## src/rtl/seg7_scan_mux.sv

```systemverilog
// Time-multiplexed seven-segment driver: selects a binary source, converts it to BCD
// with a bit-serial double-dabble engine, and scans the digits over one shared segment bus.
// Optional build macro LEADING_ZERO_BLANK_EN blanks zero digits above the most significant nonzero digit.
module seg7_scan_mux #(
  parameter int NUM_SRC    = 2,
  parameter int DATA_W     = 14,
  parameter int NUM_DIGITS = 5,
  parameter int SCAN_DIV   = 1000
) (
  input  logic                                         clk,
  input  logic                                         rst,
  input  logic [NUM_SRC*DATA_W-1:0]                    src_data,
  input  logic [((NUM_SRC > 1) ? $clog2(NUM_SRC) : 1)-1:0] src_sel,
  input  logic                                         load,
  output logic [6:0]                                   seg,
  output logic [NUM_DIGITS-1:0]                        an,
  output logic                                         busy,
  output logic                                         done,
  output logic                                         ovf
);

  localparam int BCD_NIB = (DATA_W * 302 + 999) / 1000 + 1;
  localparam int ACC_NIB = (BCD_NIB > NUM_DIGITS) ? BCD_NIB : NUM_DIGITS;
  localparam int ACC_W   = ACC_NIB * 4;
  localparam int DIG_W   = NUM_DIGITS * 4;
  localparam int CNT_W   = (DATA_W > 1) ? $clog2(DATA_W) : 1;
  localparam int IDX_W   = (NUM_DIGITS > 1) ? $clog2(NUM_DIGITS) : 1;
  localparam int PRE_W   = $clog2(SCAN_DIV);

  localparam logic [6:0] SEG_ZERO  = 7'b1000000;
  localparam logic [6:0] SEG_DASH  = 7'b0111111;
  localparam logic [6:0] SEG_BLANK = 7'b1111111;

  typedef enum logic {S_IDLE, S_CONV} state_t;

  function automatic logic [6:0] seg_encode(input logic [3:0] n);
    logic [6:0] s;
    case (n)
      4'd0:    s = 7'b1000000;
      4'd1:    s = 7'b1111001;
      4'd2:    s = 7'b0100100;
      4'd3:    s = 7'b0110000;
      4'd4:    s = 7'b0011001;
      4'd5:    s = 7'b0010010;
      4'd6:    s = 7'b0000010;
      4'd7:    s = 7'b1111000;
      4'd8:    s = 7'b0000000;
      4'd9:    s = 7'b0010000;
      default: s = SEG_BLANK;
    endcase
    return s;
  endfunction

  // Double-dabble correction: every nibble >= 5 gets +3 before the shift.
  function automatic logic [ACC_W-1:0] dd_adjust(input logic [ACC_W-1:0] a);
    logic [ACC_W-1:0] r;
    r = a;
    for (int i = 0; i < ACC_NIB; i++) begin
      if (a[4*i +: 4] >= 4'd5) r[4*i +: 4] = a[4*i +: 4] + 4'd3;
    end
    return r;
  endfunction

  function automatic logic hi_nonzero(input logic [ACC_W-1:0] a);
    logic r;
    r = 1'b0;
    for (int i = DIG_W; i < ACC_W; i++) r = r | a[i];
    return r;
  endfunction

  state_t              state_q, state_d;
  logic [CNT_W-1:0]    cnt_q;
  logic [DATA_W-1:0]   shift_q;
  logic [ACC_W-1:0]    acc_q;
  logic [ACC_W-1:0]    acc_adj;
  logic [ACC_W-1:0]    acc_step;
  logic [DATA_W-1:0]   sel_word;
  logic [DIG_W-1:0]    digits_q;
  logic                ovf_q;
  logic                done_q;
  logic                busy_c;
  logic                finish;
  logic                last_step;

  logic [PRE_W-1:0]    pre_q, pre_d;
  logic [IDX_W-1:0]    idx_q, idx_d;
  logic [NUM_DIGITS-1:0] an_q, an_d;
  logic [6:0]          seg_q, seg_d;
  logic [3:0]          nib_sel;
  logic                blank_sel;

  always_comb begin
    sel_word = src_data[DATA_W-1:0];
    for (int k = 0; k < NUM_SRC; k++) begin
      if (int'(src_sel) == k) sel_word = src_data[k*DATA_W +: DATA_W];
    end
  end

  assign last_step = (cnt_q == CNT_W'(DATA_W - 1));
  assign acc_adj   = dd_adjust(acc_q);
  assign acc_step  = (acc_adj << 1) | ACC_W'(shift_q[DATA_W-1]);

  // Conversion control FSM: state register.
  always_ff @(posedge clk or posedge rst) begin
    if (rst) state_q <= S_IDLE;
    else     state_q <= state_d;
  end

  // A load always (re)starts a conversion, even mid-flight.
  always_comb begin
    state_d = state_q;
    case (state_q)
      S_IDLE: if (load) state_d = S_CONV;
      S_CONV: begin
        if (load)           state_d = S_CONV;
        else if (last_step) state_d = S_IDLE;
      end
      default: state_d = S_IDLE;
    endcase
  end

  always_comb begin
    busy_c = (state_q == S_CONV);
    finish = busy_c && !load && last_step;
  end

  always_ff @(posedge clk or posedge rst) begin
    if (rst) begin
      cnt_q <= '0;
    end else if (load) begin
      cnt_q <= '0;
    end else if (busy_c) begin
      cnt_q <= cnt_q + 1'b1;
    end
  end

  always_ff @(posedge clk) begin
    if (load) begin
      shift_q <= sel_word;
      acc_q   <= '0;
    end else if (busy_c) begin
      shift_q <= shift_q << 1;
      acc_q   <= acc_step;
    end
  end

  // The final step's result goes straight to the display registers, so partial
  // BCD values are never visible.
  always_ff @(posedge clk or posedge rst) begin
    if (rst) begin
      digits_q <= '0;
      ovf_q    <= 1'b0;
      done_q   <= 1'b0;
    end else begin
      done_q <= finish;
      if (finish) begin
        digits_q <= acc_step[DIG_W-1:0];
        ovf_q    <= hi_nonzero(acc_step);
      end
    end
  end

  always_comb begin
    pre_d = (pre_q == PRE_W'(SCAN_DIV - 1)) ? '0 : pre_q + 1'b1;
    idx_d = idx_q;
    if (pre_q == PRE_W'(SCAN_DIV - 1)) begin
      idx_d = (idx_q == IDX_W'(NUM_DIGITS - 1)) ? '0 : idx_q + 1'b1;
    end
  end

  always_comb begin
    nib_sel   = digits_q[3:0];
    blank_sel = 1'b0;
    for (int k = 0; k < NUM_DIGITS; k++) begin
      if (idx_d == IDX_W'(k)) begin
        nib_sel = digits_q[4*k +: 4];
`ifdef LEADING_ZERO_BLANK_EN
        blank_sel = (k != 0) && ((digits_q >> (4*k)) == '0);
`endif
      end
    end
    an_d = ~(NUM_DIGITS'(1) << idx_d);
    if (ovf_q)          seg_d = SEG_DASH;
    else if (blank_sel) seg_d = SEG_BLANK;
    else                seg_d = seg_encode(nib_sel);
  end

  // Anode and segment registers load from the same next index, keeping them paired.
  always_ff @(posedge clk or posedge rst) begin
    if (rst) begin
      pre_q <= '0;
      idx_q <= '0;
      an_q  <= ~NUM_DIGITS'(1);
      seg_q <= SEG_ZERO;
    end else begin
      pre_q <= pre_d;
      idx_q <= idx_d;
      an_q  <= an_d;
      seg_q <= seg_d;
    end
  end

  assign seg  = seg_q;
  assign an   = an_q;
  assign busy = busy_c;
  assign done = done_q;
  assign ovf  = ovf_q;

endmodule

```

## config.mk

```make
export PLATFORM = sky130hd
export DESIGN_NAME = seg7_scan_mux
export DESIGN_NICKNAME = d
export VERILOG_FILES = /design/src/rtl/seg7_scan_mux.sv
export SDC_FILE = /design/constraint.sdc
export NUM_CORES = 1
export LEC_CHECK = 0
export CAP_MARGIN = 10
export CORE_MARGIN = 3
export CORE_UTILIZATION = 50
export DETAILED_ROUTE_END_ITERATION = 7
export PLACE_DENSITY = 0.71
export REMOVE_ABC_BUFFERS = 1
export SLEW_MARGIN = 40
export SYNTH_ARGS = -nofsm -noshare
export SYNTH_HDL_FRONTEND = slang
export SYNTH_SLANG_ARGS = --single-unit
```

## constraint.sdc

```tcl
create_clock -name clk -period 5.3 [get_ports clk]
set_input_delay 1.06 -clock clk [delete_from_list [all_inputs] [get_ports clk]]
set_output_delay 1.06 -clock clk [all_outputs]
set_load 0.05 [all_outputs]
```

## Yosys cells after proc, flatten, opt, wreduce, memory -nomap -nowiden

Memory sizes are Yosys's and may differ from the RTL's.
Index checks and enable logic that the tools add are counted.

| operators by class | value |
|---|---|
| bitwise gates (word level) | 6 |
| equality and inequality tests | 7 |
| add/sub/neg operators | 9 |
| multiplexer cells | 23 |
| reductions and logical operators | 4 |
| shift-type cells | 1 |
| magnitude comparators | 6 |

Operator list:

| cell | number |
|---|---|
| $mux 4 | 11 |
| $mux 14 | 3 |
| $ge 4x3->1 const B | 6 |
| $or 24x1->24 | 1 |
| $add 4x2->4 const B | 5 |
| $add 10x1->10 const B | 1 |
| $eq 10x10->1 const B | 1 |
| $mux 10 | 1 |
| $mux 3 | 3 |
| $mux 7 | 1 |
| $eq 3x2->1 const B | 2 |
| $eq 3x3->1 const B | 2 |
| $not 5->5 | 1 |
| $shl 1x3->5 const A | 1 |
| $add 4x1->4 const B | 1 |
| $eq 4x4->1 const B | 1 |
| $add 3x1->3 const B | 1 |
| $add 3x2->3 const B | 1 |
| $eq 3x1->1 const B | 1 |
| $mux 1 | 3 |
| $or 1x1->1 | 3 |
| $logic_and 1x1->1 | 2 |
| $pmux 1 s2 | 1 |
| $reduce_bool 2->1 | 1 |
| other kinds (2) | 2 |

| storage, ports and cells | value |
|---|---|
| output and inout bits | 15 |
| memories kept | 1 |
| bits of input ports | 32 |
| bits in registers | 90 |
| ROM bits | 112 |
| word-level logic and storage cells | 68 |

Memories:

| memory | depth | bits a word | rd ports | clocked after memory_dff | write ports | RTL line | text |
|---|---|---|---|---|---|---|---|
| (no name shown) | 16 | 7 | 1 | 0 | 0 | 38 | `case (n)` |

## Logic depth before layout (Yosys ltp)

Gate-level depths: netlist of the first run.
An unclocked memory read counts as a cell.

| depth | value |
|---|---|
| depth after elaboration | 10 |
| mapped depth | 15 |
| mapped depth without buffers | 14 |

## Least setup slack after synthesis of the first run

Ideal clock, no wire load.

| timing | value |
|---|---|
| kind | register to register |
| start | register pre_q[0] |
| end | register seg_q[1], in the netlist seg[1] |
| arrival time | 2,743 ps |
| stages on the path, launching flop included | 12 |
| data required time | 5,181 ps |
| path buffers | 0 |
| setup time | 119 ps |
| setup slack | 2,438 ps |
| path through | dfrtp_1 ha_1 nand4b_4 nor3_4 mux2i_1 xnor2_1 or2b_1 o211ai_4 inv_1 ha_1 o21ai_0 a21o_1 |

| on the way | value |
|---|---|
| word-level cells in the longest chain between the ends | 9 |
| elaborated cells on any way between the ends | 12 |
| classes of those cells | eq/ne (5); mux (6); memory (1) |

RTL lines:

| item | RTL line | text |
|---|---|---|
| start, declared | 85 | `logic [PRE_W-1:0] pre_q, pre_d;` |
| start signal, assigned | 196 | `pre_q <= pre_d;` |
| $eq 10x10->1 (*) | 166 | `if (pre_q == PRE_W'(SCAN_DIV - 1)) begin` |
| $mux 3 (*) | 166 |  |
| $eq 3x1->1 | 175 | `if (idx_d == IDX_W'(k)) begin` |
| $mux 4 (3 in a row) | 175 |  |
| $mux 4 (*) | 175 |  |
| $mem_v2 16x7 (*) | n/a |  |
| $mux 7 (*) | 183 | `if (ovf_q) seg_d = SEG_DASH;` |
| net seg_d[1] | 88 | `logic [6:0] seg_q, seg_d;` |
| end signal, assigned | 199 | `seg_q <= seg_d;` |
| end, declared | 88 |  |

Mark *: on every way through the listed nets, which the timed path passes. The rest lies on a longest branch.
A chain may end at the register's enable or synchronous reset.

## Worst setup path after layout of the first run

| timing | value |
|---|---|
| start | register pre_q[0] |
| end | register seg_q[4], in the netlist seg[4] |

Same word-level chain as after synthesis.

==> impl_metrics.env, run 1 <==
export IMPL_status="completed"
export IMPL_clock_skew_final_ns=0.0116
export IMPL_crit_fanout=8
export IMPL_synth_top_cell_by_area="dfrtp_1"
export IMPL_avgSynthCellArea_sq_um=10.1
export IMPL_h_tree_depth=3
export IMPL_initial_core_util_pct=52.8
export IMPL_worstHoldPathType="reg -> reg"
export IMPL_clock_latency_ns=0.36
export IMPL_synthXorXnorAreaFrac_pct=3.16
export IMPL_ant_nets=0
export IMPL_startpoint_type="register"
export IMPL_gr_total_overflow=0
export IMPL_core_area_sq_mm=0.00893
export IMPL_leakagePower_uw=0.00251
export IMPL_grt_util_met2_pct=26.5
export IMPL_synth_main_ff_cell="dfrtp_1"
export IMPL_drcViolationCount=0
export IMPL_p_total_uw=1390
export IMPL_yosys_area_share_adder_pct=6.10
export IMPL_wl_microns=8490
export IMPL_cap_viol_max_count=0
export IMPL_syn_to_final_growth_pct=15.7
export IMPL_ys_seq_area_share_pct=46.8
export IMPL_drive_above_1_share_pct=9.41
export IMPL_synth_edf_count=14
export IMPL_fin_crit_ns=3.23
export IMPL_worstSetupPathType="reg -> reg"
export IMPL_use_met3_pct=2.57
export IMPL_whs_path_depth=2
export IMPL_cp_arrival_ns=3.50
export IMPL_place_congestion=0.784
export IMPL_fin_crit_sh_pct=60.9
export IMPL_slew_viol_final=0
export IMPL_slew_limit_headroom_pct=58.4
export IMPL_timing_hold_ws_ns=0.479
export IMPL_final_core_util_pct=61.1
export IMPL_row_count=34
export IMPL_synthesis_instances=465
export IMPL_synth_top_cells_by_count="61 x nor2_1, 55 x a21oi_1, 47 x dfrtp_1"
export IMPL_use_met1_pct=23.7
export IMPL_synth_area_leaders="dfrtp_1 25%, dfxtp_1 10%, edfxtp_1 8.9%"
export IMPL_worst_pin_slew_ns=0.624
export IMPL_max_freq_mhz=310
export IMPL_regArea_sq_mm=0.00221
export IMPL_peakVddDrop_mv=0.152
export IMPL_rsz0062_at_grt="no"
export IMPL_post_drt_wl_per_cell_microns=13.7
export IMPL_num_fill_cells=757
export IMPL_synth_compound_gate_area_share_pct=13.9
export IMPL_top_usage_layer="met2"
export IMPL_grt_max_degree=53
export IMPL_firstDrtPassIters=4
export IMPL_critPathCaptureType="register"
export IMPL_post_cts_buffers=0
export IMPL_synthMuxAreaShare_pct=10.3
export IMPL_path_clk_slew_ns=0.09
export IMPL_cts_path_max_buffers=2
export IMPL_num_vias=3334
export IMPL_syn_area_sq_mm=0.00472
export IMPL_multi_input_area_sq_mm=0.00232
export IMPL_ys_ff_latch=90
export IMPL_grt_pass1_vias=3150
export IMPL_p_per_area_mw_per_mm2=254
export IMPL_setup_violations_final=0
export IMPL_ctsResizeCount=0
export IMPL_synthArstFlopShare_pct=57.8
export IMPL_r2r_cells=11
export IMPL_vias_per_cell=5.39
export IMPL_drtIter0Drc=113
export IMPL_yosysWarnings=0
export IMPL_die_w_microns=103
export IMPL_setup_tns_ns=0
export IMPL_cts_tree="built"
export IMPL_synth_cell_types=55
export IMPL_dp_hpwl_microns=6040
export IMPL_globalRouteTotalUtil_pct=17.1
export IMPL_synth_top_area_share_pct=24.9
export IMPL_grt_pass1_wl_microns=14500
export IMPL_nets=560
export IMPL_cts_made_buffers=9
export IMPL_cts_hold_buf=0
export IMPL_synth_most_common_cell="nor2_1"
export IMPL_cts_root_buffer="clkbuf_8"
export IMPL_cts_sink_count=90
export IMPL_die_area_sq_mm=0.0106
export IMPL_finalHoldViolCount=0
export IMPL_diodes=0
export IMPL_required_ns=5.57
export IMPL_synth_top_family_by_area="simple AND/OR/NAND/NOR gates"
export IMPL_die_h_microns=103
export IMPL_antenna_found_initial=0
export IMPL_io_buffer_count=46
export IMPL_ios=47
export IMPL_yosys_area_share_simple_pct=15.5
[final cells by class]
| cell class | count | share of cell area [%] |
|---|---|---|
| repair buffers | 49 | 8.67 |
| well taps | 108 | 2.48 |
| multi-input cells | 331 | 42.5 |
| clock buffers | 12 | 2.87 |
| clock inverters | 4 | 1.33 |
| inverters | 24 | 1.74 |
| flip-flops and latches | 90 | 40.5 |
[per-stage QoR]
step                      worst slack [ns]  std cells  instance area, sq um
after floorplan                       1.23        445                  4610
after global placement                2.21        602                  5230
after detailed placement              2.11        602                  5230
after CTS                             2.07        618                  5460
after global routing                  1.76        618                  5460
final                                 2.07        618                  5460
[report_power, final]
part           switching (uW)  total, uW  internal (uW)
combinational            59.3        113           54.0
clock                     241        535            294
sequential               13.9        738            724
[critical path, stage by stage (launching register included)]
cell and delay, ns:
dfrtp_1 0.40, ha_1 0.27, nand4b_4 0.19, nor3_4 0.40
mux2i_1 0.53, xnor2_1 0.19, or2b_1 0.28, o211ai_4 0.15
inv_1 0.13, ha_1 0.20, and3b_1 0.17, o31ai_1 0.22
[kinds of logic (layout without fill, tap and decap cells)]
family	after synthesis	count (layout)
AO/OA/AOI/OAI	101	101
XOR/XNOR	17	17
adder cells (fa/ha/maj)	23	23
buffers and inverters	44	89
flip-flops	90	90
multiplexers	47	47
AND/OR/NAND/NOR	143	143
[layer usage]
layer / wire (microns) / share of wire (%)
met1: 4140 / 49
met2: 3910 / 46
met3: 276 / 3.3
met4: 168 / 2.0
met5: 0 / 0
[flip-flops by register name, summed over array words and instances, names as in the netlist]
| name | cells |
|---|---|
| busy | 1 |
| done | 1 |
| seg | 7 |
| an | 5 |
| cnt_q | 4 |
| acc_q | 24 |
| digits_q | 20 |
| pre_q | 10 |
| shift_q | 14 |
| ovf | 1 |
| idx_q | 3 |
[layout by cell type (no fill, tap or decap), types with 10 or more instances in the layout]
cell type	n
inv_1	22
mux2i_1	36
a21oi_1	55
dfrtp_1	47
nor3b_1	11
edfxtp_1	14
ha_1	23
mux2_2	10
dfxtp_1	24
nor2_1	61
o21ai_0	17
xnor2_1	10
clkdlybuf4s50_1	44
nand2_1	22
nand3_1	12
[worst paths after layout]
check	start	to	slack [ns]
worst max-delay path	pre_q[0]	seg[4]	2.07
worst min-delay path	acc_q[23]	acc_q[23]	0.48
worst max register to register	pre_q[0]	seg[4]	2.07
worst min register to register	acc_q[23]	acc_q[23]	0.48
max in group asynchronous	rst	cnt_q[0]	3.74
min in group asynchronous	rst	pre_q[8]	1.12
(Power assumes the default switching activity.)
==> run 2: changes to the inputs <==
Clock period 5.3 ns to 3.3 ns, I/O delays scaled along.
==> impl_metrics.env, run 2 (same netlist as run 1, synthesis figures left out) <==
export IMPL_status="completed"
export IMPL_cts_made_buffers=9
export IMPL_grt_max_degree=45
export IMPL_place_congestion=0.882
export IMPL_grt_pass1_vias=3183
export IMPL_slew_limit_headroom_pct=47.9
export IMPL_initial_core_util_pct=52.8
export IMPL_ant_nets=0
export IMPL_worstSetupPathType="reg -> reg"
export IMPL_firstDrtPassIters=5
export IMPL_row_count=34
export IMPL_largest_reg_flops=24
export IMPL_cts_path_max_buffers=2
export IMPL_critPathBufInv=2
export IMPL_slew_viol_final=0
export IMPL_path_cells="ha_2 > nand4b_4 > o41ai_1 > and2_2 > inv_4 > xnor2_1 > or2b_1 > o211ai_4 > inv_1 > ha_1 > o21ai_0 > a21o_1"
export IMPL_rsz0062_at_grt="no"
export IMPL_num_fill_cells=791
export IMPL_r2r_start="pre_q[0]"
export IMPL_finalHoldViolCount=0
export IMPL_critPathCaptureType="register"
export IMPL_die_area_sq_mm=0.0106
export IMPL_die_w_microns=103
export IMPL_final_common_cell="nor2_1"
export IMPL_antenna_found_initial=0
export IMPL_setup_violations_final=0
export IMPL_reg2reg_slack_ns=0.32
export IMPL_cts_hold_buf=0
export IMPL_worstHoldPathType="reg -> reg"
export IMPL_dp_hpwl_microns=6360
export IMPL_cts_root_buffer="clkbuf_8"
export IMPL_io_buffer_count=46
export IMPL_cp_arrival_ns=3.23
export IMPL_cts_tree="built"
export IMPL_drtIter0Drc=116
export IMPL_crit_end="seg[1]"
export IMPL_p_per_area_mw_per_mm2=397
export IMPL_mostFrequentLayoutCells="61 x nor2_1, 55 x a21oi_1, 47 x dfrtp_1"
export IMPL_reg_top3="acc_q (24), digits_q (20), shift_q (14)"
export IMPL_globalRouteTotalUtil_pct=17.5
export IMPL_cts_sink_count=90
export IMPL_leakagePower_uw=0.00252
export IMPL_peakVddDrop_mv=0.244
export IMPL_diodes=0
export IMPL_fin_crit_sh_pct=90.3
export IMPL_top_register="acc_q"
export IMPL_ios=47
export IMPL_startpoint_type="register"
export IMPL_crit_family="simple AND/OR/NAND/NOR gates"
export IMPL_critical_path_max_stage_delay_ns=0.39
export IMPL_h_tree_depth=3
export IMPL_path_clk_slew_ns=0.09
export IMPL_cap_viol_max_count=0
export IMPL_place_ws_ns=0.267
export IMPL_vias_per_cell=5.46
export IMPL_num_vias=3392
export IMPL_wl_microns=8640
export IMPL_drcViolationCount=0
export IMPL_core_area_sq_mm=0.00893
export IMPL_slowest_stage="dfrtp_1"
export IMPL_gr_total_overflow=0
export IMPL_worst_pin_slew_ns=0.779
export IMPL_required_ns=3.55
export IMPL_grt_pass1_wl_microns=14600
export IMPL_fin_crit_ns=2.98
export IMPL_startpoint="pre_q[0]"
export IMPL_drive_above_1_share_pct=10.5
export IMPL_r2r_cells=12
export IMPL_die_h_microns=103
export IMPL_regArea_sq_mm=0.00221
export IMPL_timing_hold_ws_ns=0.484
export IMPL_clock_latency_ns=0.36
export IMPL_multi_input_area_sq_mm=0.00233
export IMPL_syn_to_final_growth_pct=16.2
export IMPL_finalWorstSetupSlack_ns=0.321
export IMPL_post_drt_wl_per_cell_microns=13.9
export IMPL_regToRegEndpoint="seg[1]"
export IMPL_clock_skew_final_ns=0.00501
export IMPL_nets=563
export IMPL_crit_cells=12
export IMPL_max_freq_mhz=336
export IMPL_whs_path_depth=2
export IMPL_crit_fanout=8
run 2: per-stage QoR:
stage,setup TNS (ns),power (uW),area (sq um),std cells,utilization (%)
after floorplan,-14.23,1310,4610,445,-
after global placement,0,1390,5250,605,58.8
after detailed placement,0,1400,5250,605,58.8
after CTS,0,2200,5470,621,61.2
after global routing,0,2270,5480,621,61.4
final,0,2180,5480,621,61.4
run 2: layout make-up:
type                    count  area share, %
repair buffers             52           9.13
flip-flops and latches     90           40.3
inverters                  24           1.69
clock buffers              13           3.10
well taps                 108           2.47
multi-input cells         331           42.5
clock inverters             3          0.822
run 2: worst min-delay path, cell delays in order, from the launching register on:
cell     delay (ns)
dfxtp_1        0.33
nand2_1        0.06
a21oi_1        0.05
run 2: worst min-delay path by stage:
stage	endpoint	from
4_1_cts	pre_q[0]	pre_q[0]
2_1_floorplan	acc_q[23]	acc_q[23]
5_1_grt	acc_q[23]	acc_q[23]
3_5_place_dp	pre_q[0]	pre_q[0]
6_report	acc_q[23]	acc_q[23]
3_3_place_gp	acc_q[23]	acc_q[23]
run 2: repair_timing:
| action | CTS | global route |
|---|---|---|
| resized for setup | 0 | 4 |
| buffers inserted | 0 | 0 |
| endpoints found under the hold margin | 0 | 0 |
| setup endpoints to repair | 0 | 3 |
run 2: where the power goes:
part / switching, uW / internal, uW / total (uW)
combinational: 96.6 / 89.4 / 186
clock: 388 / 418 / 805
sequential: 21.7 / 1160 / 1180
total: 506 / 1670 / 2180
run 2: per-layer routing:
metal | part of all wire, % | wire length (microns) | GRT usage [%]
met1 | 48 | 4130 | 23.5
met2 | 47 | 4040 | 28.1
met3 | 4.1 | 353 | 3.79
met4 | 1.3 | 111 | 5.88
met5 | 0 | 0 | 0
==> run 3: changes to the inputs <==
Settings changed: CTS_CLUSTER_DIAMETER set to 80.
==> results of run 3 <==
The final DEF is identical to that of run 2; final timing and power are the same.
